--- config.mk ---
export PLATFORM = sky130hd
export DESIGN_NAME = axi_burst_slave
export DESIGN_NICKNAME = d
export VERILOG_FILES = /design/src/rtl/axi_burst_slave.sv
export SDC_FILE = /design/constraint.sdc
export NUM_CORES = 1
export LEC_CHECK = 0
export BUFFER_PORTS_ARGS = -buffer_cell sky130_fd_sc_hd__buf_2
export CAP_MARGIN = 20
export CELL_PAD_IN_SITES_DETAIL_PLACEMENT = 0
export CELL_PAD_IN_SITES_GLOBAL_PLACEMENT = 1
export CORE_ASPECT_RATIO = 1.5
export CORE_MARGIN = 1
export CORE_UTILIZATION = 30
export CTS_BUF_LIST = sky130_fd_sc_hd__clkbuf_2 sky130_fd_sc_hd__clkbuf_4 sky130_fd_sc_hd__clkbuf_8
export CTS_CLUSTER_SIZE = 12
export DETAILED_ROUTE_END_ITERATION = 16
export PLACE_DENSITY_LB_ADDON = 0.1
export SKIP_LAST_GASP = 1
export SYNTH_ARGS = -nofsm -noshare
export SYNTH_HDL_FRONTEND = slang
export SYNTH_SLANG_ARGS = --single-unit
--- constraint.sdc ---
create_clock -name clk -period 2.1 [get_ports clk]
set_input_delay 0.21 -clock clk [delete_from_list [all_inputs] [get_ports clk]]
set_output_delay 0.21 -clock clk [all_outputs]
set_load 0.02 [all_outputs]
--- src/rtl/axi_burst_slave.sv ---
// axi_burst_slave: AXI-style burst memory slave with independent read and
// write channels, INCR bursts of up to 16 beats, and per-beat out-of-range
// SLVERR responses.
// Optional build macro AXI_BURST_SLAVE_STRB_EN adds a WSTRB byte-lane
// write enable; without it every accepted write beat writes the full word.
module axi_burst_slave #(
  parameter int DATA_W = 8,
  parameter int ADDR_W = 8,
  parameter int DEPTH  = 64,
  parameter int ID_W   = 4
) (
  input  logic              clk,
  input  logic              rst,
  input  logic              ARVALID,
  output logic              ARREADY,
  input  logic [ADDR_W-1:0] ARADDR,
  input  logic [3:0]        ARLEN,
  input  logic [ID_W-1:0]   ARID,
  output logic              RVALID,
  input  logic              RREADY,
  output logic [DATA_W-1:0] RDATA,
  output logic              RLAST,
  output logic [1:0]        RRESP,
  output logic [ID_W-1:0]   RID,
  input  logic              AWVALID,
  output logic              AWREADY,
  input  logic [ADDR_W-1:0] AWADDR,
  input  logic [3:0]        AWLEN,
  input  logic [ID_W-1:0]   AWID,
  input  logic              WVALID,
  output logic              WREADY,
  input  logic [DATA_W-1:0] WDATA,
`ifdef AXI_BURST_SLAVE_STRB_EN
  input  logic [DATA_W/8-1:0] WSTRB,
`endif
  input  logic              WLAST,
  output logic              BVALID,
  input  logic              BREADY,
  output logic [1:0]        BRESP,
  output logic [ID_W-1:0]   BID
);

  localparam int IDX_W = (DEPTH > 1) ? $clog2(DEPTH) : 1;
  localparam int NB = DATA_W / 8;
  localparam logic [ADDR_W:0] DEPTH_L = (ADDR_W + 1)'(DEPTH);
  localparam logic [1:0] RESP_OKAY   = 2'b00;
  localparam logic [1:0] RESP_SLVERR = 2'b10;

  typedef enum logic {R_IDLE, R_DATA} r_state_t;
  typedef enum logic [1:0] {W_IDLE, W_DATA, W_RESP} w_state_t;

  logic [DATA_W-1:0] mem [DEPTH];

  r_state_t          r_state;
  logic [ADDR_W-1:0] r_addr;
  logic [ADDR_W-1:0] r_addr_nxt;
  logic [3:0]        r_count;

  w_state_t          w_state;
  logic [ADDR_W-1:0] w_addr;
  logic [3:0]        w_count;
  logic [ID_W-1:0]   w_id;
  logic              w_err;
  logic              w_hs;
  logic              w_beat_err;
  logic [NB-1:0]     wr_strb;

  // Addresses are widened by one bit so DEPTH == 2^ADDR_W compares correctly.
  function automatic logic in_range(input logic [ADDR_W-1:0] a);
    return {1'b0, a} < DEPTH_L;
  endfunction

  assign r_addr_nxt = r_addr + ADDR_W'(1);
  assign w_hs       = WVALID && WREADY;
  assign w_beat_err = !in_range(w_addr) || (WLAST != (w_count == 4'd0));

`ifdef AXI_BURST_SLAVE_STRB_EN
  assign wr_strb = WSTRB;
`else
  assign wr_strb = '1;
`endif

  // Read data is an asynchronous look-up of the current beat address, so a
  // write landing on a clock edge is seen by the beat presented after it.
  assign RDATA = (RVALID && in_range(r_addr)) ? mem[r_addr[IDX_W-1:0]] : '0;

  // Read channel FSM: accept AR, then stream one beat per accepted R handshake.
  always_ff @(posedge clk or negedge rst) begin
    if (!rst) begin
      r_state <= R_IDLE;
      ARREADY <= 1'b1;
      RVALID  <= 1'b0;
      RLAST   <= 1'b0;
      RRESP   <= RESP_OKAY;
      RID     <= '0;
      r_addr  <= '0;
      r_count <= '0;
    end else begin
      case (r_state)
        R_IDLE: begin
          if (ARVALID) begin
            r_addr  <= ARADDR;
            r_count <= ARLEN;
            RID     <= ARID;
            RLAST   <= (ARLEN == 4'd0);
            RRESP   <= in_range(ARADDR) ? RESP_OKAY : RESP_SLVERR;
            RVALID  <= 1'b1;
            ARREADY <= 1'b0;
            r_state <= R_DATA;
          end
        end
        R_DATA: begin
          if (RREADY) begin
            if (r_count == 4'd0) begin
              RVALID  <= 1'b0;
              RLAST   <= 1'b0;
              RRESP   <= RESP_OKAY;
              RID     <= '0;
              ARREADY <= 1'b1;
              r_state <= R_IDLE;
            end else begin
              r_addr  <= r_addr_nxt;
              r_count <= r_count - 4'd1;
              RLAST   <= (r_count == 4'd1);
              RRESP   <= in_range(r_addr_nxt) ? RESP_OKAY : RESP_SLVERR;
            end
          end
        end
        default: r_state <= R_IDLE;
      endcase
    end
  end

  // Write channel FSM: accept AW, take exactly AWLEN+1 beats, then respond.
  always_ff @(posedge clk or negedge rst) begin
    if (!rst) begin
      w_state <= W_IDLE;
      AWREADY <= 1'b1;
      WREADY  <= 1'b0;
      BVALID  <= 1'b0;
      BRESP   <= RESP_OKAY;
      BID     <= '0;
      w_addr  <= '0;
      w_count <= '0;
      w_id    <= '0;
      w_err   <= 1'b0;
    end else begin
      case (w_state)
        W_IDLE: begin
          if (AWVALID) begin
            w_addr  <= AWADDR;
            w_count <= AWLEN;
            w_id    <= AWID;
            w_err   <= 1'b0;
            AWREADY <= 1'b0;
            WREADY  <= 1'b1;
            w_state <= W_DATA;
          end
        end
        W_DATA: begin
          if (w_hs) begin
            if (w_count == 4'd0) begin
              WREADY  <= 1'b0;
              BVALID  <= 1'b1;
              BID     <= w_id;
              BRESP   <= (w_err || w_beat_err) ? RESP_SLVERR : RESP_OKAY;
              w_state <= W_RESP;
            end else begin
              w_addr  <= w_addr + ADDR_W'(1);
              w_count <= w_count - 4'd1;
              w_err   <= w_err || w_beat_err;
            end
          end
        end
        W_RESP: begin
          if (BREADY) begin
            BVALID  <= 1'b0;
            BRESP   <= RESP_OKAY;
            BID     <= '0;
            AWREADY <= 1'b1;
            w_state <= W_IDLE;
          end
        end
        default: w_state <= W_IDLE;
      endcase
    end
  end

  // Storage array: byte-lane writes for in-range beats, never reset.
  always_ff @(posedge clk) begin
    if (w_hs && in_range(w_addr)) begin
      for (int b = 0; b < NB; b++) begin
        if (wr_strb[b]) begin
          mem[w_addr[IDX_W-1:0]][b*8 +: 8] <= WDATA[b*8 +: 8];
        end
      end
    end
  end

endmodule

# == Word-level counts from Yosys, hierarchy flattened ==
# Memory sizes are Yosys's and may differ from the RTL's.
# Index checks and enable logic that the tools add are counted.
# word_totals
mem_bits_rw,512
output_inout_bits,26
regBits,50
memories,1
elab_cells,135
# mem_list
name,depth,word_bits,rd,rd_ports_with_merged_regs,write_ports,line,source
mem,64,8,1,0,1,52,logic [DATA_W-1:0] mem [DEPTH];
# classes
add_sub_neg,4
bitwise,1
eq_ne,13
reduce_logical,22
n_lt_le_gt_ge,4
muxes,72
# op_table
cell,count
8-bit 2-to-1 mux,7
4-bit 2-to-1 mux,12
"8-bit by 7-bit less-than comparator with 1-bit output, second input constant",4
4-bit case mux with 2 select lines,4
8-bit case mux with 2 select lines,2
1-bit 2-to-1 mux,24
2-bit 2-to-1 mux,12
"8-bit by 1-bit adder with 8-bit output, second input constant",2
"2-bit inequality test, second input constant",8
1-bit case mux with 2 select lines,8
4-bit AND reduction,4
4-bit zero test,3
3-bit AND reduction,3
2-bit case mux with 2 select lines,2
"4-bit by 1-bit subtractor with 4-bit output, second input constant",2
2-bit case mux with 3 select lines,1
2-bit nonzero test,3
"4-bit by 1-bit == test with 1-bit output, second input constant",1
2-bit AND reduction,2
1-bit logical AND,3
"2-bit by 1-bit == test with 1-bit output, second input constant",1
"2-bit == test, second input constant",1
2-bit zero test,1
1-bit logical OR,2
other kinds (4),4

# == Depth between registers and ports, before layout ==
# Gate-level depths: netlist of run 1.
# depth
word_depth,8
ltp_mapped,9
mapped_depth_nobuf,7

# == Worst setup path before layout of run 1 ==
# Ideal clock, no wire load.
# synth_timing
path_type,register to register
start,register WREADY
end,"memory mem[61][0], enable pin"
n_path_buf,0
slack_ps,35
required_ps,1730
t_arrival_ps,1695
path_stages_with_launch,5
path_cell_list,dfrtp_1 -> nand2_1 -> nor4_1 -> nand3_1 -> nor2_1
# synth_via
elab_chain_cells,4
# synth_lines
element,line,source
"start, declared",31,"output logic WREADY,"
"start signal, assigned",139,WREADY <= 1'b0;
"start signal, assigned",156,WREADY <= 1'b1;
"start signal, assigned",163,WREADY <= 1'b0;
1-bit logical AND,74,assign w_hs = WVALID && WREADY;
1-bit logical AND,191,if (w_hs && in_range(w_addr)) begin
1-bit 2-to-1 mux,191,
1-bit 2-to-1 mux (implied by the code),194,mem[w_addr[IDX_W-1:0]][b*8 +: 8] <= WDATA[b*8 +: 8];
"end, declared",52,
# No other way between the ends.

# == Final worst setup path of run 1 ==
# layout_timing
start,register r_addr[0]
end,output port RDATA[6]
# layout_via
elab_chain_cells,3
word_cells_on_any_way,4
cone_classes,1 x order compare; 1 x mux; 1 x reduce/logical; 1 x memory
# layout_lines
element,line,source
"start, declared",55,logic [ADDR_W-1:0] r_addr;
"start signal, assigned",122,r_addr <= r_addr_nxt;
branches (longest 2 deep; another with memory 64 x 8 bit),-,
8-bit 2-to-1 mux (*),85,assign RDATA = (RVALID && in_range(r_addr)) ? mem[r_addr[IDX_W-1:0]] : '0;
"end, declared",21,"output logic [DATA_W-1:0] RDATA,"
# Every way passes the cells marked *.

==> flow_summary.ini, run 1 <==
[floorplan]
dieArea_um2 = 76000
chipHeight_um = 337
die_x_um = 225
start_util_pct = 30.4
ios = 74
core_um2 = 73900
row_count = 122

[synth]
yosys_warnings = 0
yosysUniqueCellTypes = 58
yosysMostFrequentCell = edfxtp_1
synthTopCellsByCount = edfxtp_1 (512), mux4_2 (108), nor2_1 (102)
synth_edf_count = 512
async_reset_ff_share_pct = 8.57
ys_top_cells_by_area = edfxtp_1 (68%), mux4_2 (11%), dfrtp_1 (5.1%)
synthCells = 1237
syn_area_um2 = 22500
syn_area_per_cell_um2 = 18.1
synthFlopType = edfxtp_1
yosysTopAreaCellShare_pct = 68.5
yosysTopAreaCell = edfxtp_1
synth-seq-area-share_pct = 73.8
ys_ff_latch = 560

[clock_tree]
path_clk_slew_ns = 0.07
cts_tree = done
root_buffer = clkbuf_8
numCtsBuffers = 92
h-tree-depth = 3
clock_latency_ns = 0.70
clock-sinks = 560
clockBufferDepth = 3

[power_and_ir_drop]
vdd_drop_max_mv = 0.588
power_density_nw_per_um2 = 1250
finalPower_mw = 36.2
p_leak_nw = 10.0

[sta]
setup_viol = 8
fmax_ghz = 0.315
worst_hold_slack_ns = 0.0293
grt_setup_unrepaired = true
relSlewSlack_pct = 52.5
hold_viol = 0
post-route-period-util_pct = 151
maxSlewViolCount = 0
period_needed_ns = 3.18
fin_ws_ns = -1.08
worst_pin_slew_ns = 0.712
clock_skew_ns = 0.0268
setup_tns_ns = -8.41

[placed_design]
pre_cts_ws_ns = -0.624
placed_area_um2 = 25500
place_hpwl_um = 42000
dpl.cell_count = 2435
port_buffers = 71
gp_congestion = 0.747

[worst_setup_path]
required_ns = 1.89
r2r_cells = 9
startpoint_type = flop
worstSetupPathType = flop to primary output
critPathMaxFanout = 8
critPathCaptureType = primary output
arrival_ns = 2.97

[cells_and_area]
finalInstanceArea_um2 = 28900
drive_above_1_share_pct = 39.3
final_cells = 2673
fin_util_pct = 39.1
final_nets = 1667
area_growth_pct = 28.8

[worst_hold_path]
hold_class = input pin to flop
hold_depth = 2

[run_status]
violations = negative setup slack
status = complete, but fails checks

[drt]
firstDrtPassIters = 6
num_vias = 12585
routed_wl_um = 64800
first_iter_violations = 701
top_layer_used = met4
drc_errors = 0
via_per_inst = 4.71
ant_nets = 0
wl_per_cell_um = 24.2
wl_met2_um = 35900
wl_met1_um = 25500
route.met3.wl_um = 2040

[grt]
grt-ovfl-total = 0
grt_max_degree = 65
track_usage_pct = 17.3
antenna_found_initial = 2
grt_pass1_vias = 13551
grt_pass1_wl_um = 92900

[job]
max_cap_viol_count = 0
## where the power goes
| part | total (mW) | switching (mW) | internal [mW] |
|---|---|---|---|
| Clock | 9.62 | 4.34 | 5.28 |
| Combinational | 13.5 | 6.97 | 6.49 |
| Sequential | 13.1 | 0.471 | 12.6 |
| Total | 36.2 | 11.8 | 24.4 |
## state kept, by name, indices dropped and copies added, names as in the netlist, 2 cells and up
| name | count |
|---|---|
| w_id | 4 |
| mem | 512 |
| w_state | 2 |
| r_count | 4 |
| RID | 4 |
| BID | 4 |
| r_addr | 8 |
| w_addr | 8 |
| w_count | 4 |
## cells by family (layout without fill, tap and decap cells)
family	Yosys count	after routing	share of synthesized area [%]
other	1	3	0.0167
xor gates and xnor gates	2	2	0.0780
AOI/OAI and AO/OA	172	172	5.13
adders and majority gates	5	5	0.279
DFF	560	560	73.8
buffers and inverters	79	521	1.89
muxes	173	173	13.8
and+or+nand+nor	245	245	5.00
## placed cells by master (no fill, tap or decap), drive strengths merged, types with 3 or more instances in the layout
master	count
mux2i	60
a21oi	40
a221oi	12
inv	11
mux4	108
mux2	5
o211ai	5
a221o	6
or3	6
nand2	59
a22o	3
o21bai	6
a211oi	8
and2	4
o22ai	16
nand2b	9
nand3	25
ha	5
nor3	4
dlygate4sd3	47
nand3b	5
clkbuf	140
buf	300
a22oi	8
or3b	3
and3	3
dfrtp	46
o21ai	34
a31oi	5
a21o	8
o221ai	6
clkinv	19
a32o	6
nor2b	9
nand4	6
nor2	102
edfxtp	512
## worst paths after layout
path / start / end / slack (ns)
worst max-delay path: r_addr[0] / RDATA[6] / -1.08
worst min-delay path: WDATA[4] / mem[17][4] / 0.03
worst max register to register: w_count[0] / w_count[2] / 0.06
worst min register to register: BRESP[1] / BRESP[1] / 0.49
max in group asynchronous: rst / AWREADY / 1.12
min in group asynchronous: rst / r_addr[7] / 0.60
## metal layers
metal	vias up	track usage [%]
li1	5744	-
met2	230	32.4
met1	6542	19.4
met4	0	6.22
met5	-	0
met3	69	3.04
## critical path, stage by stage (launching register included)
cell       delay, ns
dfrtp_4         0.50
buf_12          0.17
buf_12          0.13
clkbuf_16       0.16
buf_4           0.13
mux4_2          0.49
o22a_4          0.28
o2111ai_4       0.12
nand2_2         0.12
buf_6           0.15
## timing repair
action                                 4_1_cts  5_1_grt
setup endpoints to repair                  182       96
resized for setup                           48       94
hold buffers                                47        0
pin swaps                                    8       31
setup buffers                               12       19
cloned                                       1        5
endpoints found under the hold margin      135        0
## layout make-up
class | count | area (um^2)
Clock inverter | 25 | 174
Inverter | 9 | 33.8
Clock buffer | 135 | 1660
Timing Repair Buffer | 352 | 3240
Antenna cell | 1 | 2.50
Sequential cell | 560 | 16600
Fill cell | 6962 | 45000
Tap cell | 992 | 1240
Multi-Input combinational cell | 599 | 5970
Note: power is estimated with default switching activity, not from simulation.
==> run 2, diff against run 1 <==
Settings changed: CORE_UTILIZATION 30 to 45, RECOVER_POWER from default to 100.
==> run 2 against run 1 <==
Compared with the run above: the run ends with max-capacitance violations, max-slew violations, negative setup slack left; critical path depth fell by 3; via count rose by 0.21%; first-iteration DRC count rose by 5.8%; sequential share of layout area rose by 2.8 points; critical path type unchanged; non-clock buffer count fell by 27; register-to-register slack got worse by 0.10 ns.
==> flow_summary.ini, run 2 (synthesis results as in run 1) <==
[drt]
routed_wl_um = 56600
num_vias = 12612
drc_errors = 0
via_per_inst = 5.46
firstDrtPassIters = 4
wl_per_cell_um = 24.5
first_iter_violations = 742
ant_nets = 0

[power_and_ir_drop]
switching_share_pct = 31.6
power_density_nw_per_um2 = 1250
p_int_mw = 23.5
vdd_drop_max_mv = 0.990
pwr-share-seq_pct = 38.2
finalPower_mw = 34.3
p_leak_nw = 9.62
power_frac_comb_pct = 34.3
clockPowerShare_pct = 27.5
p_switching_mw = 10.8

[floorplan]
start_util_pct = 45.9
ios = 74
chipHeight_um = 276
core_um2 = 48900
row_count = 99
dieArea_um2 = 50800
die_x_um = 184

[cells_and_area]
area_growth_pct = 22.8
largest_register_ffs = 512
seq_area_um2 = 16600
final_nets = 1633
final_cell_mix = edfxtp_1 (512), buf_4 (142), mux4_2 (108), nor2_1 (101), clkbuf_8 (95)
nFillCells = 3908
multiInputGateArea_um2 = 5690
final_common_cell = edfxtp_1
drive_above_1_share_pct = 34.8

[clock_tree]
cts_tree = done
clock_latency_ns = 0.66
numCtsBuffers = 85
path_clk_slew_ns = 0.06
clockBufferDepth = 3
h-tree-depth = 3
root_buffer = clkbuf_8
clock-sinks = 560

[worst_setup_path]
critPathMaxFanout = 11
required_ns = 1.89
critPathCaptureType = primary output
worstSetupPathType = flop to primary output
max_stage_delay_ns = 0.52
crit_path_cell_trace = buf_6 > mux4_2 > mux2i_1 > a221oi_2 > a32o_1 > buf_2
cp_slowest_cell = dfrtp_4
cp_num_buf_inv = 2
crit_family = multiplexers
arrival_ns = 2.93
startpoint_type = flop

[grt]
grt_pass1_wl_um = 83600
antenna_found_initial = 1
track_usage_pct = 23.1
grt_pass1_vias = 13165
grt-ovfl-total = 0
grt_max_degree = 65

[sta]
clock_skew_ns = 0.0159
hold_viol = 0
worst_pin_slew_ns = 1.53
fmax_ghz = 0.318
grt_setup_unrepaired = true
post-route-period-util_pct = 150
worst_hold_slack_ns = 0.0759
period_needed_ns = 3.14
fin_ws_ns = -1.04
relSlewSlack_pct = -2.12
maxSlewViolCount = 96
setup_viol = 11

[worst_hold_path]
hold_class = input pin to flop

[placed_design]
place_hpwl_um = 36800
pre_cts_ws_ns = -0.530
port_buffers = 71
gp_congestion = 0.825

[job]
max_cap_viol_count = 2

[run_status]
status = complete, but fails checks
violations = max-capacitance violations, max-slew violations, negative setup slack
-- run 2: cell count changes in the layout (fill, tap and decap cells not counted), moves of 7 or more --
cell / change
buf_12: -17
buf_2: -7
buf_4: -41
buf_6: -8
clkbuf_1: +24
clkbuf_2: +24
clkbuf_4: -10
clkbuf_8: -8
clkinv_2: +12
mux2i_4: -7
-- run 2: worst register-to-register path, delay by kind of cell (launching register included) --
family / cells / cell delay [ns]
AOI/OAI and AO/OA: 3 / 0.49
adders and majority gates: 1 / 0.23
buffers and inverters: 2 / 0.47
DFF: 1 / 0.35
and+or+nand+nor: 2 / 0.50
-- run 2: per-stage QoR --
step / TNS, ns / cell area (um^2) / std cells / util [%]
final: -8.21 / 27600 / 2308 / 56.4
after global routing: -20.99 / 27600 / 2308 / 56.4
after CTS: -8.64 / 27700 / 2303 / 56.6
after detailed placement: -3.85 / 25000 / 2083 / 51.1
after global placement: -3.82 / 25000 / 2083 / 51.1
after floorplan: 0 / 22500 / 1238 / -
-- run 2: worst paths after layout --
path,from,to,slack [ns],cells past startpoint
max reg2reg,w_count[0],w_count[2],-0.04,8
max,r_addr[0],RDATA[3],-1.04,6
min,ARADDR[0],r_addr[0],0.08,3
min reg2reg,BID[3],BID[3],0.48,2
max in group asynchronous,rst,r_addr[1],0.59,3
min in group asynchronous,rst,w_addr[1],0.46,3
-- run 2: area by class of cell --
cell class	instances	area share, %
diodes	1	0.00907
clock buffers	111	5.18
clock inverters	47	1.39
inverters	9	0.123
multi-input cells	599	20.6
flip-flops and latches	560	60.2
well taps	656	2.98
repair buffers	325	9.54
-- run 2: power groups by stage --
stage	clock network, mW	logic, mW	registers [mW]
global route	10.1	12.5	13.2
CTS	9.67	11.7	13.1
finish	9.44	11.8	13.1
global placement	0	10.4	13.3
floorplan	0	6.42	13.2
detailed placement	0	10.5	13.3
-- run 2: repair_timing --
| item | CTS | global route |
|---|---|---|
| cloned | 3 | 1 |
| buffers inserted | 19 | 3 |
| resized for setup | 58 | 21 |
| hold buffers | 42 | 0 |
| endpoints found under the setup margin | 9 | 12 |
| hold endpoints to repair | 106 | 0 |
| pin swaps | 12 | 7 |
-- run 2: routing by layer --
layer	global-route usage [%]	part of all wire [%]	vias to the layer above
li1	-	-	5682
met1	27.1	39	6586
met2	43.3	56	272
met3	3.01	3.3	72
met4	7.37	1.9	0
met5	0	0	-
==> run 3, diff against run 2 <==
Settings changed: ABC_AREA from default to 1.
Clock period 2.1 ns to 4 ns, I/O delays scaled along.
==> run 3 against run 2 <==
Compared with the run above: the flow finishes with violations (max-capacitance violations, max-slew violations); clock power decreased by 50%; synthesized cell count up 94%; register-to-register slack gained 0.72 ns; clock skew is 0.0018 ns higher; worst hold slack worse by 0.037 ns; global-route usage is 2.0 points higher; clock-buffer cell count grew 16; sequential share of layout area up 0.40 points; wire length increased by 18%; setup slack better by 1.3 ns; critical endpoint is now RDATA[5]; largest cell class unchanged.
==> flow_summary.ini, run 3 <==
[sta]
post-route-period-util_pct = 94.3
worst_hold_slack_ns = 0.0385
relSlewSlack_pct = -105
setup_tns_ns = 0
period_needed_ns = 3.77
setup_viol = 0
worst_pin_slew_ns = 3.08
fmax_ghz = 0.265
grt_setup_unrepaired = false
hold_viol = 0
maxSlewViolCount = 472
clock_skew_ns = 0.0177
fin_ws_ns = 0.229

[synth]
synth_mux_area_share_pct = 0
yosysMostFrequentCell = nand2_1
yosysTopAreaCellShare_pct = 62.9
yosys_warnings = 0
synth-xor-area-share_pct = 0.179
yosysTopAreaCell = edfxtp_1
yosysUniqueCellTypes = 40
synth_top_family_by_area = simple AND/OR/NAND/NOR gates
syn_area_um2 = 24400
ys_ff_latch = 560
async_reset_ff_share_pct = 8.57
synth_edf_count = 512
synth_simple_gate_area_share_pct = 21.5
synthFlopType = edfxtp_1
synth-seq-area-share_pct = 67.9
synth_compound_area_share_pct = 3.48
syn_area_per_cell_um2 = 10.2
ys_top_cells_by_area = edfxtp_1 (63%), nand2_1 (13%), nand3_1 (5.0%)
synthCells = 2397
synthTopCellsByCount = nand2_1 (820), edfxtp_1 (512), inv_1 (248)
synth_fa_ha_area_share_pct = 0.256

[clock_tree]
post-cts-setup-buffer-count = 0
path_clk_slew_ns = 0.06
clock-sinks = 560
root_buffer = clkbuf_8
h-tree-depth = 3
clockBufferDepth = 3
clock_latency_ns = 0.68
numCtsBuffers = 84
cts_tree = done

[cells_and_area]
area_growth_pct = 12.1
largest_register_ffs = 512
final_nets = 2616
nFillCells = 5014
final_common_cell = nand2_1
final_cells = 3323
final_cell_mix = nand2_1 (821), edfxtp_1 (512), inv_1 (251), nand3_1 (243), nor2_1 (222)
drive_above_1_share_pct = 8.43

[worst_setup_path]
startpoint_type = flop
critPathCaptureType = primary output
required_ns = 3.60
critPathMaxFanout = 22
arrival_ns = 3.37
worstSetupPathType = flop to primary output

[power_and_ir_drop]
vdd_drop_max_mv = 0.417
p_leak_nw = 11.2
finalPower_mw = 18.3
power_density_nw_per_um2 = 669

[floorplan]
start_util_pct = 45.6
chipHeight_um = 287
die_x_um = 192
core_um2 = 53600
dieArea_um2 = 55300
ios = 74
row_count = 104

[placed_design]
dpl.cell_count = 3142
port_buffers = 71
pre_cts_ws_ns = 0.963
place_hpwl_um = 40800
gp_congestion = 0.826

[drt]
route.met3.wl_um = 3690
firstDrtPassIters = 5
top_layer_used = met4
first_iter_violations = 1302
routed_wl_um = 67100
ant_nets = 0
drc_errors = 0
via_per_inst = 5.11
wl_met2_um = 34200
wl_per_cell_um = 20.2
wl_met1_um = 27200
num_vias = 16975

[run_status]
violations = max-capacitance violations, max-slew violations
status = complete, but fails checks

[grt]
grt-ovfl-total = 0
grt_pass1_wl_um = 102000
antenna_found_initial = 2
track_usage_pct = 25.0
grt_max_degree = 125
grt_pass1_vias = 16934

[job]
max_cap_viol_count = 13

[worst_hold_path]
hold_class = input pin to flop
[run 3: worst paths after layout]
kind | start | end | slack (ns) | cells past startpoint
min in group asynchronous | rst | RRESP[1] | 0.54 | 2
max reg2reg | w_addr[6] | mem[23][5] | 0.68 | 5
max in group asynchronous | rst | w_err | 1.14 | 3
min reg2reg | AWREADY | AWREADY | 0.47 | 2
max | r_addr[2] | RDATA[5] | 0.23 | 11
min | ARADDR[7] | r_addr[7] | 0.04 | 3
[run 3: power by group]
part | total [mW] | switching, mW | internal, mW | leakage, nW
combinational | 6.58 | 4.71 | 1.87 | 5.10
clock | 4.69 | 2.22 | 2.46 | 0.892
sequential | 7.06 | 0.344 | 6.71 | 5.17
[run 3: kinds of logic (layout without fill, tap and decap cells)]
kind of cell,after synthesis,count (layout)
other,1,3
and+or+nand+nor,1304,1304
xor gates and xnor gates,5,5
AOI/OAI and AO/OA,153,153
adders and majority gates,5,5
buffers and inverters,369,604
DFF,560,560
[run 3: area by class of cell]
cell class	count	area [um^2]	share of cell area [%]
Sequential cell	560	16600	60.5
Clock buffer	127	1540	5.60
Clock inverter	29	146	0.534
Tap cell	689	862	3.15
Multi-Input combinational cell	1469	6190	22.6
Antenna cell	1	2.50	0.00914
Timing Repair Buffer	191	1100	4.01
Inverter	257	972	3.55
[run 3: critical path, stage by stage, from the launching register on]
cell      delay, ns
dfrtp_1        0.38
clkbuf_4       0.38
inv_1          0.43
buf_4          0.36
nand3_1        0.12
nand3_1        0.09
nand2_1        0.11
nand2_1        0.07
nand2_1        0.10
inv_1          0.06
a21oi_1        0.32
buf_2          0.24
[run 3: routing by layer]
layer / GRT usage [%] / vias up
li1: - / 8202
met1: 31.6 / 8207
met2: 42.9 / 467
met3: 3.41 / 99
met4: 10.3 / 0
met5: 0 / -
[run 3: what timing repair did]
action                                  in CTS  in global routing
hold buffers                                23                  0
hold endpoints to repair                    37                  0
gates resized for setup                      0                  0
endpoints found under the setup margin       0                  0
[run 3: metrics by stage]
stage               util (%)  instance area [um^2]
finish                  51.1                 27400
global route            51.1                 27400
CTS                     51.7                 27700
detailed placement      48.2                 25800
global placement        48.2                 25800
floorplan                  -                 24400
